<file path="src/rtl/axis_position_ctrl.sv">
// axis_position_ctrl
//   Single-axis position counter for the cube's X/Y movement. Moves between
//   programmable bounds on game-rate ticks, saturating or wrapping at the
//   ends, and switches from slow to fast stepping after HOLD_TICKS
//   consecutive slow moves in the same direction.
// Ports:
//   clk      system clock, all state changes on its rising edge
//   reset    asynchronous active-high reset
//   tick_en  move qualifier; moves only on cycles with tick_en=1
//   UP, DW   move request toward MAX_POS / MIN_POS (levels)
//   LD, D    synchronous load of clamp(D), independent of tick_en
//   pos      current position register
//   at_max   pos == MAX_POS
//   at_min   pos == MIN_POS
//   hit_max  registered pulse: an up move reached or crossed MAX_POS
//   hit_min  registered pulse: a down move reached or crossed MIN_POS
//   fast     FSM is in the FAST state
module axis_position_ctrl #(
  parameter int unsigned WIDTH      = 16,
  parameter int unsigned MIN_POS    = 0,
  parameter int unsigned MAX_POS    = 605,
  parameter int unsigned RESET_POS  = 0,
  parameter int unsigned STEP_SLOW  = 1,
  parameter int unsigned STEP_FAST  = 4,
  parameter int unsigned HOLD_TICKS = 8,
  parameter bit          WRAP       = 1'b0
) (
  input  logic             clk,
  input  logic             reset,
  input  logic             tick_en,
  input  logic             UP,
  input  logic             DW,
  input  logic             LD,
  input  logic [WIDTH-1:0] D,
  output logic [WIDTH-1:0] pos,
  output logic             at_max,
  output logic             at_min,
  output logic             hit_max,
  output logic             hit_min,
  output logic             fast
);

  localparam int unsigned      HW      = $clog2(HOLD_TICKS + 1);
  localparam logic [WIDTH:0]   MIN_W   = (WIDTH+1)'(MIN_POS);
  localparam logic [WIDTH:0]   MAX_W   = (WIDTH+1)'(MAX_POS);
  localparam logic [WIDTH:0]   RANGE_W = (WIDTH+1)'(MAX_POS - MIN_POS + 1);
  localparam logic [WIDTH:0]   SLOW_W  = (WIDTH+1)'(STEP_SLOW);
  localparam logic [WIDTH:0]   FAST_W  = (WIDTH+1)'(STEP_FAST);
  localparam logic [HW-1:0]    HOLD_W  = HW'(HOLD_TICKS);
  localparam logic [WIDTH-1:0] RESET_W = WIDTH'(RESET_POS);

  typedef enum logic [1:0] {IDLE, SLOW, FAST} state_t;

  state_t           state, state_nx;
  logic             dir, dir_nx;          // 1 = toward MAX_POS
  logic [HW-1:0]    hold_cnt, hold_nx;
  logic [WIDTH-1:0] pos_nx;
  logic             hit_max_nx, hit_min_nx;
  logic             use_fast;
  logic [WIDTH:0]   step, up_sum, dn_off, d_ext, d_rel;

  always_comb begin
    state_nx   = state;
    dir_nx     = dir;
    hold_nx    = hold_cnt;
    pos_nx     = pos;
    hit_max_nx = 1'b0;
    hit_min_nx = 1'b0;
    use_fast   = 1'b0;
    step       = SLOW_W;
    up_sum     = '0;
    dn_off     = '0;
    d_ext      = {1'b0, D};
    // borrow out of D-MIN_POS flags D below the lower bound
    d_rel      = d_ext - MIN_W;

    if (LD) begin
      state_nx = IDLE;
      hold_nx  = '0;
      if (d_rel[WIDTH])
        pos_nx = MIN_W[WIDTH-1:0];
      else if (d_ext > MAX_W)
        pos_nx = MAX_W[WIDTH-1:0];
      else
        pos_nx = D;
    end else if (tick_en) begin
      if (UP ^ DW) begin
        if (state == IDLE || dir != UP) begin
          state_nx = SLOW;
          dir_nx   = UP;
          hold_nx  = HW'(1);
        end else if (state == SLOW) begin
          if (hold_cnt == HOLD_W) begin
            state_nx = FAST;
            use_fast = 1'b1;
          end else begin
            hold_nx = hold_cnt + 1'b1;
          end
        end else begin
          use_fast = 1'b1;
        end

        step   = use_fast ? FAST_W : SLOW_W;
        up_sum = {1'b0, pos} + step;
        // distance above the lower bound; comparing it with step avoids a
        // signed difference when pos-step would drop below MIN_POS
        dn_off = {1'b0, pos} - MIN_W;

        if (UP) begin
          hit_max_nx = (up_sum >= MAX_W);
          if (up_sum <= MAX_W)
            pos_nx = up_sum[WIDTH-1:0];
          else if (WRAP)
            pos_nx = WIDTH'(up_sum - RANGE_W);
          else
            pos_nx = MAX_W[WIDTH-1:0];
        end else begin
          hit_min_nx = (dn_off <= step);
          if (dn_off >= step)
            pos_nx = WIDTH'({1'b0, pos} - step);
          else if (WRAP)
            pos_nx = WIDTH'({1'b0, pos} + RANGE_W - step);
          else
            pos_nx = MIN_W[WIDTH-1:0];
        end
      end else begin
        state_nx = IDLE;
        hold_nx  = '0;
      end
    end
  end

  always_ff @(posedge clk or posedge reset) begin
    if (reset) begin
      state    <= IDLE;
      dir      <= 1'b0;
      hold_cnt <= '0;
      pos      <= RESET_W;
      hit_max  <= 1'b0;
      hit_min  <= 1'b0;
    end else begin
      state    <= state_nx;
      dir      <= dir_nx;
      hold_cnt <= hold_nx;
      pos      <= pos_nx;
      hit_max  <= hit_max_nx;
      hit_min  <= hit_min_nx;
    end
  end

  assign at_max = (pos == MAX_W[WIDTH-1:0]);
  assign at_min = (pos == MIN_W[WIDTH-1:0]);
  assign fast   = (state == FAST);

endmodule

</file>
<file path="config.mk">
export PLATFORM = sky130hd
export DESIGN_NAME = axis_position_ctrl
export DESIGN_NICKNAME = d
export VERILOG_FILES = /design/src/rtl/axis_position_ctrl.sv
export SDC_FILE = /design/constraint.sdc
export NUM_CORES = 1
export LEC_CHECK = 0
export CORE_ASPECT_RATIO = 1.4
export CORE_MARGIN = 2
export CORE_UTILIZATION = 48
export CTS_CLUSTER_SIZE = 24
export DETAILED_ROUTE_END_ITERATION = 8
export PLACE_DENSITY = 0.77
export SLEW_MARGIN = 30
export SYNTH_ARGS = -nofsm -noshare
export SYNTH_HDL_FRONTEND = slang
export SYNTH_SLANG_ARGS = --single-unit
</file>
<file path="constraint.sdc">
create_clock -name clk -period 2.9 [get_ports clk]
set_input_delay 0.435 -clock clk [delete_from_list [all_inputs] [get_ports clk]]
set_output_delay 0.435 -clock clk [all_outputs]
set_load 0.05 [all_outputs]
</file>
==> results of run 1 <==
[cell families after synthesis]
group,count (synthesis)
DFF,25
muxes,5
adders and majority gates,8
buffers and inverters,28
xor gates and xnor gates,18
and+or+nand+nor,143
AOI/OAI and AO/OA,88
[per-layer routing]
| metal | vias up | GRT usage, % | part of all wire, % |
|---|---|---|---|
| met5 | - | 0 | 0 |
| met4 | 0 | 12.3 | 4.5 |
| met3 | 33 | 3.10 | 6.8 |
| met2 | 147 | 50.4 | 50 |
| met1 | 1370 | 34.9 | 38 |
| li1 | 1313 | - | - |
[power groups by stage]
stage          sequential (mW)  combinational, mW  clock (mW)
6_report                 0.407              0.783       0.218
3_3_place_gp             0.409              0.643           0
4_1_cts                  0.404              0.694       0.218
3_5_place_dp             0.409              0.650           0
5_1_grt                  0.411              0.826       0.226
2_1_floorplan            0.474              0.337           0
[per-stage QoR]
step	worst slack [ns]	utilization, %
3_5_place_dp	-0.468	66.0
2_1_floorplan	-0.00675	-
3_3_place_gp	-0.375	66.0
6_report	-0.0388	73.6
5_1_grt	-0.163	73.6
4_1_cts	0.00514	69.1
[cells in the mapped netlist, types with 2 or more instances]
cell type  instances
o21ai_0           26
or2_2              3
nor2_1            44
o21ai_1            3
buf_2              5
nand3_1            9
mux2i_1            4
ha_1               8
inv_1             12
a41o_1             2
o211ai_1           4
nand3b_1           2
a31o_2             3
a31oi_1            4
nor4_1             6
or3_1              2
dfrtp_1           25
nor3_1            11
a21oi_1           26
nand2_1           29
xnor2_1            6
nor2b_1            5
nand4_1            5
and2_1             5
o21a_1             3
xor2_1            12
nand2b_1           5
clkbuf_1          10
[flip-flops by register name, indices dropped and copies added, names as in the netlist]
name	count
hit_max	1
hit_min	1
state	2
dir	1
pos	16
hold_cnt	4
[layout make-up]
type / instances / area (µm²) / share of cell area [%]
Clock buffer: 4 / 45.0 / 1.27
Inverter: 12 / 45.0 / 1.27
Multi-Input combinational cell: 262 / 1870 / 52.8
Sequential cell: 25 / 626 / 17.7
Tap cell: 64 / 80.1 / 2.27
Timing Repair Buffer: 100 / 873 / 24.7
[worst min-delay path: cells and delay by family]
kind | cells | cell delay, ns
buf+inv | 3 | 0.76
[how the worst max path moves through the flow]
stage                           start      to  depth (start not counted)
final                     hold_cnt[0]  pos[1]                         14
after detailed placement           UP  pos[0]                         12
after global routing      hold_cnt[1]  pos[8]                         15
after global placement             UP  pos[0]                         13
after floorplan                    UP  pos[7]                         13
after CTS                 hold_cnt[0]  pos[6]                         16
[repair_timing]
action | in CTS | in global routing
gates resized for setup | 12 | 35
pin swaps | 12 | 24
setup buffers | 6 | 7
setup endpoints to repair | 16 | 17
==> qor.csv, run 1 <==
stage;metric;value;unit
global_route;grt_max_degree;26;
detailed_routing;drc;0;
sta;finalCritPeriodShare;101;%
detailed_routing;finalWirelength;8280;µm
detailed_routing;drtIter0Drc;225;
clock_tree;cts_tree;built;
die;dieArea;0.00554;mm²
critical_path;cpPeakStageDelay;0.38;ns
critical_path;cpMostUsedCell;ha_4;
sta;maxSlewViolCount;0;
die;fp.dieH;87.2;µm
clock_tree;cts.reportedPaths.clkPinSlew;0.09;ns
critical_path;crit_buf_inv;2;
logic_synthesis;synth_top_family_by_area;simple AND/OR/NAND/NOR gates;
logic_synthesis;synthAdderAreaFrac;4.21;%
critical_path;crit_family;simple AND/OR/NAND/NOR gates;
global_route;grt_pass1_vias;2536;
global_route;overflow;0;
critical_path;start_kind;flop;
sta;setup_violations;7;
critical_path;reg2reg_to;pos[1];
logic_synthesis;synth_area_leader_cell;dfrtp_1;
logic_synthesis;async_flop_share;100;%
die;ioPinCount;43;
final_layout;final_cells;467;
detailed_routing;via_per_inst;6.13;
sta;grt_setup_unrepaired;yes;
clock_tree;clock_latency;0.28;ns
pwr;p_leak;1.48;nW
logic_synthesis;synthTopCellsByArea;dfrtp_1 26%, nor2_1 7.0%, a21oi_1 5.5%;
sta;max_freq;340;MHz
logic_synthesis;synth_simple_gate_area_share;31.8;%
sta;whs;0.512;ns
critical_path;ff2ff_path_depth;14;
sta;tightest_slew;0.716;ns
clock_tree;numClockSinks;25;
critical_path;cp_cell_sequence;inv_2, ha_4, nand3b_1, nand3b_1, nand2_4, buf_4, ha_4, ha_4, and2b_2, nor4b_4, a31oi_4, a21o_1, a22o_1, a41o_1;
run;cap_violations;0;
pwr;intPower;0.813;mW
logic_synthesis;syn_area_per_cell;7.54;µm²
pwr;power_density;398;mW/mm²
clock_tree;htree_levels;1;
sta;skew;0.00355;ns
logic_synthesis;synth_seq_cells;25;
logic_synthesis;netlist_area;0.00238;mm²
placed_design;gp_congestion;0.951;
critical_path;crit_arrival;3.11;ns
clock_tree;cts_buffer_depth;2;
detailed_routing;wl_per_cell;17.7;µm
die;initial_utilization;49.5;%
sta;fin_crit;2.94;ns
sta;setup_ws;-0.0388;ns
logic_synthesis;synth_edf_count;0;
pwr;peakVddDrop;0.000283;V
final_layout;nNetsFinal;434;
sta;hold_viol_final;0;
clock_tree;ctsHoldBuffers;0;
global_route;grt_pass1_wl;12400;µm
final_layout;syn2layout_area_growth;48.8;%
logic_synthesis;synth_ff_type;dfrtp_1;
logic_synthesis;syn_inst;315;
final_layout;drive_gt1_share;28.0;%
logic_synthesis;ys_seq_area_share;26.3;%
pwr;power.switching;0.594;mW
final_layout;insertedDiodeCount;0;
critical_path;critPathCaptureType;flop;
critical_path;worstPathRequired;3.07;ns
pwr;seq_power_share;28.9;%
final_layout;final_cell_mix;56 x buf_4, 42 x nor2_1, 39 x clkdlybuf4s50_1, 27 x nand2_1, 25 x dfrtp_1;
logic_synthesis;synth_compound_area_share;23.9;%
critical_path;crit_path_max_fanout;4;
detailed_routing;drtAntennaViolNets;0;
pwr;clkPwrFrac;15.5;%
run_status;status;finished, violations left;
pwr;finalPower;1.41;mW
critical_path;crit_type;reg -> reg;
clock_tree;numCtsBuffers;3;
pwr;combPwrFrac;55.6;%
run_status;violations;setup timing;
die;core_area;0.00480;mm²
logic_synthesis;yosysWarningCount;0;
final_layout;layout_commonest_cell;buf_4;
hold_path;hold_class;in -> async;
die;die_w;63.5;µm
global_route;antenna_found_initial;0;
logic_synthesis;yosysTopAreaCellShare;26.3;%
critical_path;r2r-start;hold_cnt[0];
global_route;grtUsageTotal;28.5;%
critical_path;r2r_slack;-0.04;ns
die;row_count;30;
pwr;swShare;42.2;%
clock_tree;clock-root-buffer;clkbuf_8;
placed_design;io_buffers;42;
logic_synthesis;synth_xor_area_share;6.64;%
placed_design;dp_hpwl;5780;µm
sta;slew_headroom;51.8;%
placed_design;place_inst;450;
final_layout;fin_area;0.00353;mm²
placed_design;placed_area;0.00317;mm²
final_layout;fill_cells;375;
sta;finalSetupTns;-0.118;ns
logic_synthesis;yosys.cell_types.count;64;
logic_synthesis;muxShareOfSynthArea;2.16;%
critical_path;cp_slowest_cell;nor4b_4;
detailed_routing;num_vias;2863;
logic_synthesis;synth_fp_nets;345;
detailed_routing;dr.pass1.iters;5;
Power figures use the tool's default switching activity.
==> inputs of run 2 (changes only) <==
SETUP_SLACK_MARGIN = 0.3   (was default)
==> run 2 against run 1 <==
  * The run still ends with setup timing left
  * Final cell count down 1.1%
  * Sequential share of layout area down 0.56 points
  * Worst hold slack worse by 0.0082 ns
  * Utilization up 2.6 points
  * Global-route usage up 1.1 points
  * Final area up 3.5%
  * Clock power up 2%
  * Register-to-register slack worse by 0.09 ns
  * Combinational power up 2.7%
  * Critical path depth up 2
  * Via count up 4.0%
  * Critical endpoint is now pos[14]
  * Largest cell class unchanged
  * Highest routed layer unchanged
==> qor.csv, run 2 (same netlist as run 1, synthesis figures left out) <==
stage;metric;value;unit;change
clock_tree;clock-root-buffer;clkbuf_8;;
global_route;grt_max_degree;26;;unchanged
die;dieArea;0.00554;mm²;unchanged
critical_path;r2r_slack;-0.13;ns;-0.09 ns
pwr;clkPwrFrac;15.4;%;about the same
global_route;overflow;0;;unchanged
detailed_routing;drtAntennaViolNets;0;;unchanged
pwr;power.switching;0.622;mW;+4.7%
sta;maxSlewViolCount;0;;unchanged
global_route;grt_pass1_wl;12800;µm;+3.5%
clock_tree;numClockSinks;25;;unchanged
final_layout;fin_area;0.00366;mm²;+3.5%
pwr;power_density;393;mW/mm²;-1.3%
die;initial_utilization;49.5;%;unchanged
final_layout;regMostFlops;pos;;
detailed_routing;dr.pass1.iters;5;;unchanged
placed_design;placed_area;0.00314;mm²;-0.87%
sta;tightest_slew;0.537;ns;-0.179 ns
final_layout;syn2layout_area_growth;53.9;%;
die;core_area;0.00480;mm²;unchanged
critical_path;critPathCaptureType;flop;;
critical_path;crit_arrival;3.19;ns;+0.08 ns
placed_design;io_buffers;42;;unchanged
placed_design;gp_congestion;0.966;;+1.6%
critical_path;cp_cell_sequence;inv_2, ha_4, nand3b_1, nand3b_1, nand2_4, ha_4, buf_4, buf_6, and2b_2, nor4b_4, a31oi_4, buf_6, nand2_8, a21oi_1, o21ai_1, o21ai_1;;
die;fp.dieH;87.2;µm;unchanged
final_layout;drive_gt1_share;31.2;%;+3.1 points
final_layout;final_cells;462;;-1.1%
sta;hold_viol_final;0;;unchanged
sta;finalCritPeriodShare;104;%;+3.0 points
pwr;p_leak;1.50;nW;+1.2%
clock_tree;cts_buffer_depth;2;;unchanged
critical_path;start_kind;flop;;
clock_tree;htree_levels;1;;unchanged
global_route;antenna_found_initial;0;;unchanged
critical_path;crit_type;reg -> reg;;
sta;setup_violations;14;;+7
critical_path;r2r-start;hold_cnt[0];;
placed_design;place_inst;442;;-1.8%
clock_tree;cts.reportedPaths.clkPinSlew;0.10;ns;about the same
pwr;finalPower;1.44;mW;+2.1%
global_route;grtUsageTotal;29.6;%;+1.1 points
clock_tree;ctsHoldBuffers;0;;unchanged
hold_path;hold_class;in -> async;;
final_layout;layout_commonest_cell;buf_4;;
pwr;combPwrFrac;56.0;%;+0.4 points
critical_path;reg2reg_to;pos[14];;
final_layout;reg_top3;pos: 16 flops, hold_cnt: 4 flops, state: 2 flops;;
run;cap_violations;0;;unchanged
pwr;swShare;43.3;%;+1.1 points
final_layout;nNetsFinal;429;;-1.2%
run_status;violations;setup timing;;
critical_path;cpPeakStageDelay;0.41;ns;+0.03 ns
detailed_routing;drtIter0Drc;339;;+51%
final_layout;insertedDiodeCount;0;;unchanged
critical_path;worstPathRequired;3.07;ns;about the same
die;row_count;30;;unchanged
final_layout;largest_reg_flops;16;;unchanged
run_status;status;finished, violations left;;
critical_path;ff2ff_path_depth;16;;+2
sta;whs;0.504;ns;-0.00822 ns
sta;grt_setup_unrepaired;yes;;
die;die_w;63.5;µm;unchanged
pwr;peakVddDrop;0.000235;V;-17%
placed_design;dp_hpwl;5960;µm;+3.2%
sta;slew_headroom;64.1;%;+12 points
detailed_routing;via_per_inst;6.45;;+5.1%
detailed_routing;num_vias;2978;;+4.0%
critical_path;crit_path_max_fanout;5;;+1
sta;skew;0.00402;ns;+0.000465 ns
pwr;intPower;0.815;mW;+0.17%
sta;setup_ws;-0.126;ns;-0.0872 ns
placed_design;place_worst_setup_slack;-0.526;ns;-0.0585 ns
final_layout;fill_cells;358;;-4.5%
final_layout;final_cell_mix;45 x buf_4, 41 x nor2_1, 39 x clkdlybuf4s50_1, 27 x nand2_1, 24 x dfrtp_1;;
clock_tree;cts_tree;built;;
sta;max_freq;330;MHz;-2.9%
detailed_routing;wl_per_cell;19.8;µm;+12%
final_layout;post-route-util;76.1;%;+2.6 points
clock_tree;clock_latency;0.28;ns;about the same
clock_tree;numCtsBuffers;3;;unchanged
pwr;seq_power_share;28.6;%;-0.3 points
sta;fin_crit;3.03;ns;+0.0872 ns
detailed_routing;drc;0;;unchanged
critical_path;cp_slowest_cell;dfrtp_1;;
sta;finalSetupTns;-0.989;ns;-0.871 ns
global_route;grt_pass1_vias;2724;;+7.4%
detailed_routing;finalWirelength;9160;µm;+11%
die;ioPinCount;43;;unchanged
-- run 2: changes by cell type in the layout (fill, tap and decap cells not counted), sizes merged --
cell | previous run | this run
buf | 60 | 55
clkbuf | 4 | 3
clkinvlp | 0 | 1
-- run 2: area by class of cell --
type / count / area (µm²) / area share (%)
tap: 64 / 80.1 / 2.19
timing repair buffer: 95 / 876 / 23.9
clock inverter: 1 / 7.51 / 0.205
clock buffer: 3 / 41.3 / 1.13
sequential: 25 / 627 / 17.1
inverter: 12 / 45.0 / 1.23
multi-input combinational: 262 / 1980 / 54.2
-- run 2: critical path: cells and delay by family, from the launching register on --
kind	cells	cell delay (ns)
AND/OR/NAND/NOR	6	1.07
AO/OA/AOI/OAI	4	0.52
buffers and inverters	4	0.51
flip-flops	1	0.41
adder cells (fa/ha/maj)	2	0.38
-- run 2: power groups by stage --
stage | registers (mW) | logic (mW) | clock network, mW
2_1_floorplan | 0.474 | 0.343 | 0
6_report | 0.411 | 0.804 | 0.222
3_3_place_gp | 0.411 | 0.644 | 0
4_1_cts | 0.406 | 0.708 | 0.214
3_5_place_dp | 0.411 | 0.651 | 0
5_1_grt | 0.414 | 0.849 | 0.232
-- run 2: worst max path at each step --
stage | startpoint | endpoint | slack (ns) | cells after the start
after CTS | hold_cnt[1] | pos[1] | 0.02 | 13
after detailed placement | UP | pos[0] | -0.53 | 13
final | hold_cnt[0] | pos[14] | -0.13 | 16
after global routing | hold_cnt[0] | pos[1] | -0.23 | 13
after global placement | UP | pos[5] | -0.41 | 13
after floorplan | UP | pos[7] | 0.04 | 13
-- run 2: what timing repair did --
action | CTS | global route
gates cloned | 0 | 0
pin swaps | 26 | 23
resized for setup | 27 | 45
setup endpoints to repair | 20 | 20
setup buffers | 7 | 9
endpoints found under the hold margin | 0 | 0
-- run 2: per-layer routing --
| layer | up-vias | GRT usage [%] | share of wire, % |
|---|---|---|---|
| met4 | 0 | 19.2 | 7.3 |
| met3 | 65 | 3.10 | 8.9 |
| met1 | 1379 | 34.9 | 35 |
| met2 | 235 | 50.9 | 49 |
| met5 | - | 0 | 0 |
| li1 | 1299 | - | - |
